===== config.mk =====
export PLATFORM = sky130hd
export DESIGN_NAME = dispatcher_ctrl
export DESIGN_NICKNAME = d
export VERILOG_FILES = /design/src/rtl/dispatcher_ctrl_pkg.sv /design/src/rtl/dispatcher_ctrl_sel_gen.sv /design/src/rtl/dispatcher_ctrl.sv
export SDC_FILE = /design/constraint.sdc
export NUM_CORES = 1
export LEC_CHECK = 0
export CAP_MARGIN = 5
export CORE_MARGIN = 3
export CORE_UTILIZATION = 52
export DETAILED_ROUTE_END_ITERATION = 10
export GPL_TIMING_DRIVEN = 0
export HOLD_SLACK_MARGIN = 0.12
export PLACE_DENSITY = 0.8
export SLEW_MARGIN = 20
export SYNTH_ARGS = -nofsm -noshare
export SYNTH_HDL_FRONTEND = slang
export SYNTH_HIERARCHICAL = 1
export SYNTH_SLANG_ARGS = --single-unit
export TNS_END_PERCENT = 10

===== constraint.sdc =====
create_clock -name clk -period 4.1 [get_ports clk]
set_input_delay 1.23 -clock clk [delete_from_list [all_inputs] [get_ports clk]]
set_output_delay 1.23 -clock clk [all_outputs]
set_load 0.01 [all_outputs]

===== src/rtl/dispatcher_ctrl_pkg.sv =====
// Shared sizing, FSM encodings, latched pass configuration and input clamps
// for the Stripes bit-serial dispatcher sequencer.
package dispatcher_ctrl_pkg;

  localparam int BRICKS_PER_ROW   = 16;
  localparam int PARALLEL_WINDOWS = 16;
  localparam int SEL_BITS         = 4;
  localparam int WL               = 16;
  localparam int GRP_BITS         = 12;
  localparam int WIN_BITS         = $clog2(PARALLEL_WINDOWS) + 1;
  localparam int PREC_BITS        = $clog2(WL) + 1;
  localparam int BIT_BITS         = $clog2(WL);

  localparam logic [1:0] ST_IDLE  = 2'd0;
  localparam logic [1:0] ST_FILL  = 2'd1;
  localparam logic [1:0] ST_RUN   = 2'd2;
  localparam logic [1:0] ST_DRAIN = 2'd3;

  typedef struct packed {
    logic [GRP_BITS-1:0]  groups;
    logic [WIN_BITS-1:0]  windows;
    logic [PREC_BITS-1:0] precision;
    logic [SEL_BITS-1:0]  base;
    logic [SEL_BITS-1:0]  stride;
  } cfg_t;

  // Out-of-range window counts (0 or more than exist) mean "all windows".
  function automatic logic [WIN_BITS-1:0] clamp_windows(input logic [WIN_BITS-1:0] w);
    if ((w == '0) || (w > WIN_BITS'(PARALLEL_WINDOWS))) begin
      return WIN_BITS'(PARALLEL_WINDOWS);
    end else begin
      return w;
    end
  endfunction

  // Out-of-range precisions (0 or above the word length) mean full precision.
  function automatic logic [PREC_BITS-1:0] clamp_precision(input logic [PREC_BITS-1:0] p);
    if ((p == '0) || (p > PREC_BITS'(WL))) begin
      return PREC_BITS'(WL);
    end else begin
      return p;
    end
  endfunction

endpackage


===== src/rtl/dispatcher_ctrl_sel_gen.sv =====
// Per-window brick select: window w reads brick (base + w*stride) mod BRICKS_PER_ROW.
// Driven to all-zero while the sequencer is idle.
module dispatcher_sel_gen
  import dispatcher_ctrl_pkg::*;
(
  input  logic                               i_en,
  input  logic [SEL_BITS-1:0]                i_base,
  input  logic [SEL_BITS-1:0]                i_stride,
  output logic [SEL_BITS*PARALLEL_WINDOWS-1:0] o_sel
);

  // Compute every window's brick index from the latched base and stride.
  always_comb begin
    o_sel = '0;
    for (int w = 0; w < PARALLEL_WINDOWS; w++) begin
      if (i_en) begin
        o_sel[w*SEL_BITS +: SEL_BITS] =
          SEL_BITS'((int'(i_base) + w * int'(i_stride)) % BRICKS_PER_ROW);
      end else begin
        o_sel[w*SEL_BITS +: SEL_BITS] = '0;
      end
    end
  end

endmodule


===== src/rtl/dispatcher_ctrl.sv =====
// Stripes dispatcher sequencer: fills one transposer buffer row-by-row while the
// other streams P bit-planes, swapping the pair once a fill is complete and the
// previous stream has drained. One pass covers the latched number of groups.
module dispatcher_ctrl
  import dispatcher_ctrl_pkg::*;
(
  input  logic                                 clk,
  input  logic                                 rst,
  input  logic                                 i_start,
  input  logic [GRP_BITS-1:0]                  i_groups,
  input  logic [WIN_BITS-1:0]                  i_windows,
  input  logic [PREC_BITS-1:0]                 i_precision,
  input  logic [SEL_BITS-1:0]                  i_base_brick,
  input  logic [SEL_BITS-1:0]                  i_stride,
  input  logic                                 i_mem_valid,
  output logic                                 o_mem_ready,
  output logic [SEL_BITS*PARALLEL_WINDOWS-1:0] o_sel,
  output logic [PARALLEL_WINDOWS-1:0]          o_enable,
  output logic                                 o_read_buf,
  input  logic                                 i_stream_rdy,
  output logic                                 o_stream_vld,
  output logic [BIT_BITS-1:0]                  o_bit_idx,
  output logic                                 o_busy,
  output logic                                 o_done
);

  logic [1:0]          r_state;
  cfg_t                r_cfg;
  logic [WIN_BITS-1:0] r_win_cnt;
  logic [BIT_BITS-1:0] r_bit_idx;
  logic [GRP_BITS-1:0] r_grp_loaded;
  logic [GRP_BITS-1:0] r_grp_streamed;
  logic                r_fill_full;
  logic                r_stream_busy;
  logic                r_read_buf;
  logic                r_done;

  logic w_filling;
  logic w_mem_ready;
  logic w_row_acc;
  logic w_last_row;
  logic w_beat_acc;
  logic w_last_beat;
  logic w_swap;

  // Fill is only open while a group remains to load and the fill buffer is free;
  // this is also what keeps rows out of the buffer currently being streamed.
  assign w_filling   = (r_state == ST_FILL) || (r_state == ST_RUN);
  assign w_mem_ready = w_filling && !r_fill_full && (r_grp_loaded < r_cfg.groups);
  assign w_row_acc   = w_mem_ready && i_mem_valid;
  assign w_last_row  = w_row_acc && (r_win_cnt == (r_cfg.windows - WIN_BITS'(1)));
  assign w_beat_acc  = r_stream_busy && i_stream_rdy;
  assign w_last_beat = w_beat_acc && (r_bit_idx == '0);
  assign w_swap      = r_fill_full && !r_stream_busy;

  // Window write strobe follows the accepted row directly.
  always_comb begin
    if (w_row_acc) begin
      o_enable = {{(PARALLEL_WINDOWS-1){1'b0}}, 1'b1} << r_win_cnt;
    end else begin
      o_enable = '0;
    end
  end

  // Pass sequencing: config latch, fill/stream counters, ping-pong swap and end of pass.
  always_ff @(posedge clk or posedge rst) begin
    if (rst) begin
      r_state        <= ST_IDLE;
      r_cfg          <= '0;
      r_win_cnt      <= '0;
      r_bit_idx      <= '0;
      r_grp_loaded   <= '0;
      r_grp_streamed <= '0;
      r_fill_full    <= 1'b0;
      r_stream_busy  <= 1'b0;
      r_read_buf     <= 1'b0;
      r_done         <= 1'b0;
    end else begin
      r_done <= 1'b0;
      case (r_state)
        ST_IDLE: begin
          if (i_start) begin
            r_cfg          <= '{groups:    i_groups,
                                windows:   clamp_windows(i_windows),
                                precision: clamp_precision(i_precision),
                                base:      i_base_brick,
                                stride:    i_stride};
            r_win_cnt      <= '0;
            r_bit_idx      <= '0;
            r_grp_loaded   <= '0;
            r_grp_streamed <= '0;
            r_fill_full    <= 1'b0;
            r_stream_busy  <= 1'b0;
            if (i_groups == '0) begin
              r_done <= 1'b1;
            end else begin
              r_state <= ST_FILL;
            end
          end
        end
        ST_FILL, ST_RUN, ST_DRAIN: begin
          // Fill side: one window per accepted row, buffer full after the last window.
          if (w_row_acc) begin
            if (w_last_row) begin
              r_win_cnt    <= '0;
              r_fill_full  <= 1'b1;
              r_grp_loaded <= r_grp_loaded + GRP_BITS'(1);
            end else begin
              r_win_cnt <= r_win_cnt + WIN_BITS'(1);
            end
          end
          // Stream side: swap buffers when idle with a full buffer, else count bits down.
          if (w_swap) begin
            r_read_buf    <= ~r_read_buf;
            r_stream_busy <= 1'b1;
            r_bit_idx     <= BIT_BITS'(r_cfg.precision - PREC_BITS'(1));
            r_fill_full   <= 1'b0;
            r_state       <= (r_grp_loaded == r_cfg.groups) ? ST_DRAIN : ST_RUN;
          end else if (w_last_beat) begin
            r_stream_busy  <= 1'b0;
            r_grp_streamed <= r_grp_streamed + GRP_BITS'(1);
            if ((r_grp_streamed + GRP_BITS'(1)) == r_cfg.groups) begin
              r_state <= ST_IDLE;
              r_done  <= 1'b1;
            end
          end else if (w_beat_acc) begin
            r_bit_idx <= r_bit_idx - BIT_BITS'(1);
          end
        end
        default: begin
          r_state <= ST_IDLE;
        end
      endcase
    end
  end

  dispatcher_sel_gen u_sel_gen (
    .i_en     (r_state != ST_IDLE),
    .i_base   (r_cfg.base),
    .i_stride (r_cfg.stride),
    .o_sel    (o_sel)
  );

  assign o_mem_ready  = w_mem_ready;
  assign o_read_buf   = r_read_buf;
  assign o_stream_vld = r_stream_busy;
  assign o_bit_idx    = r_bit_idx;
  assign o_busy       = (r_state != ST_IDLE);
  assign o_done       = r_done;

endmodule

==> flow_summary.toml <==
[status]
outcome = "complete, but fails checks"
violations = "setup timing"

[worst_setup_path]
path_max_fanout = 6
critPathLaunch = "r_cfg[1]"
r2r_slack_ns = 1.36
rr_worst_depth = 10
regToRegEndpoint = "r_grp_loaded[0]"
endpoint = "o_sel[47]"
arrival_ns = 3.00
crit_type = "flop to primary output"
start_kind = "flop"
crit_required_ns = 2.87
regToRegStartpoint = "r_grp_loaded[7]"
end_kind = "primary output"

[yosys]
yosysTopAreaCell = "dfrtp_1"
mappedNetlistArea_mm2 = 0.00564
synth.most_common_cell = "nor2_1"
avgSynthCellArea_um2 = 8.85
synth_edf_count = 0
synth_cells = 638
synthArstFlopShare = 1.00
synth_cell_types = 56
synth_top_area_share = 0.301
syn-num-nets = 732
synthTopCellsByCount = "nor2_1, dfrtp_1, nand2_1, inv_1, xnor2_1"
synth_area_leaders = "dfrtp_1, ha_1, xnor2_1"
synth-seq-cells = 68
yosysWarnings = 6
yosysSeqAreaShare = 0.301
ys.flop_type = "dfrtp_1"

[timing]
setup_slack_ns = -0.135
skew_ns = 0.0135
finalHoldViolations = 0
rsz0062_at_grt = "true"
min_period_ns = 4.23
tns_ns = -0.456
slew_viol_final = 0
min_period_over_period = 1.03
setup_violations = 12
worst_slew_pin_slew_ns = 1.09
relSlewSlack = 0.265
fmax_mhz = 236

[grt]
grt_max_degree = 49
grt_usage = 0.260
grt_pass1_vias = 5227
antenna_found_initial = 0
grt_remaining_overflow = 0
grt_pass1_wl_um = 24700

[drt]
wirelength_um = 15600
drt_iter0_drc = 399
detail_route.wl_per_cell_um = 16.6
dr.pass1.iters = 5
post_drt_via_cell_ratio = 5.60
dr_total_vias = 5237
ant_nets = 0
drc = 0

[place]
dp_hpwl_um = 11600
postPlaceCellArea_mm2 = 0.00708
gp_congestion = 0.911
io_buffers = 123
dp_slack_ns = -0.832

[clock_network]
cts-root-buf = "clkbuf_8"
cts_hold_buf = 0
cts_buffer_depth = 2
clkSlewWorstSetupHoldPaths_ns = 0.08
cts_buffers = 9
cts_tree = "done"
numClockSinks = 68
clk_latency_ns = 0.36
ctsHtreeMaxLevel = 3

[cells_and_area]
layout-drive-gt1-share = 0.204
num-fill-cells = 803
fin_area_mm2 = 0.00753
syn_to_final_growth_pct = 33.5
diodes = 0
nNetsFinal = 888

[pwr]
total_power_mw = 1.36
leakage_nw = 3.51
ir_worst_vdd_mv = 0.169
p_per_area_mw_per_mm2 = 180

[floorplan]
die_area_mm2 = 0.0121
core-area_mm2 = 0.0105
rows = 37
die_y_um = 110
io_pins = 124
die_w_um = 110
start_util = 0.539

[hold_path]
hp-class = "flop to flop"

[job]
max-cap-violations = 0
## cell usage in the layout (no fill, tap or decap), drive strengths merged, types with 4 or more instances in the layout
| cell type | instances |
|---|---|
| o21ai | 37 |
| xor2 | 18 |
| buf | 65 |
| mux2 | 20 |
| inv | 49 |
| a21o | 7 |
| dlygate4sd2 | 6 |
| a31o | 4 |
| nand3 | 24 |
| fa | 16 |
| nand2 | 52 |
| xnor2 | 45 |
| clkbuf | 36 |
| ha | 43 |
| and2 | 9 |
| a21oi | 23 |
| o31ai | 6 |
| nor2 | 71 |
| o211ai | 4 |
| and3 | 9 |
| nand2b | 14 |
| nor3 | 11 |
| clkdlybuf4s50 | 94 |
| nand4 | 9 |
| mux2i | 5 |
| dfrtp | 68 |
| nor3b | 4 |
| nor4 | 6 |
## layout make-up
| cell class | instances | area [µm²] | area share |
|---|---|---|---|
| clock buffer | 10 | 128 | 0.0169 |
| timing repair buffer | 145 | 1340 | 0.178 |
| sequential | 68 | 1710 | 0.227 |
| clock inverter | 6 | 88.8 | 0.0118 |
| multi-input combinational | 471 | 3590 | 0.477 |
| tap | 136 | 170 | 0.0226 |
| inverter | 50 | 193 | 0.0256 |
| buffer | 49 | 312 | 0.0413 |
## cell families after synthesis
group	after synthesis	synth area share
xor gates and xnor gates	63	0.102
DFF	68	0.301
buffers and inverters	99	0.0882
and+or+nand+nor	222	0.190
adders and majority gates	59	0.152
AOI/OAI and AO/OA	102	0.117
muxes	25	0.0488
## what timing repair did
| action | CTS | global route |
|---|---|---|
| buffers inserted | 20 | 1 |
| pin swaps | 6 | 9 |
| endpoints found under the setup margin | 50 | 49 |
| resized for setup | 74 | 60 |
## worst min path at each step
stage | depth (start not counted) | from | to | slack, ns
final | 1 | o_read_buf | o_read_buf | 0.49
after CTS | 1 | o_read_buf | o_read_buf | 0.49
after detailed placement | 1 | o_read_buf | o_read_buf | 0.47
after global routing | 1 | o_read_buf | o_read_buf | 0.52
after floorplan | 2 | r_cfg[8] | r_cfg[8] | 0.45
after global placement | 1 | o_read_buf | o_read_buf | 0.46
## where the power goes
group / internal [mW] / switching, mW
clock: 0.342 / 0.272
combinational: 0.0399 / 0.0303
sequential: 0.672 / 0.00177
total: 1.05 / 0.304
## sequential cells by signal, indices dropped and copies added (netlist names)
register        count
r_grp_streamed     12
o_stream_vld        1
r_cfg              29
r_state             2
o_read_buf          1
r_grp_loaded       12
o_bit_idx           4
r_win_cnt           5
o_done              1
r_fill_full         1
## routing by layer
metal	vias to the layer above	track usage	routed length [µm]
li1	2444	-	-
met5	-	0	0
met1	2512	0.310	6050
met3	31	0.0419	1310
met2	250	0.456	7800
met4	0	0.123	410
## per-stage QoR
step | std cells | utilization | hold slack, ns
6_report | 935 | 0.720 | 0.488
5_1_grt | 935 | 0.720 | 0.519
4_1_cts | 934 | 0.715 | 0.489
3_5_place_dp | 898 | 0.676 | 0.472
3_3_place_gp | 897 | 0.673 | 0.461
2_1_floorplan | 638 | - | 0.450
## critical path: stages, from the launching register on
cell,delay [ns]
dfrtp_4,0.52
buf_8,0.15
fa_1,0.52
ha_2,0.21
inv_2,0.07
fa_2,0.38
xnor2_2,0.15
xnor2_1,0.19
xnor2_1,0.16
nor2_1,0.06
clkdlybuf4s15_2,0.23
No activity file was read; power rests on OpenSTA's default activity.
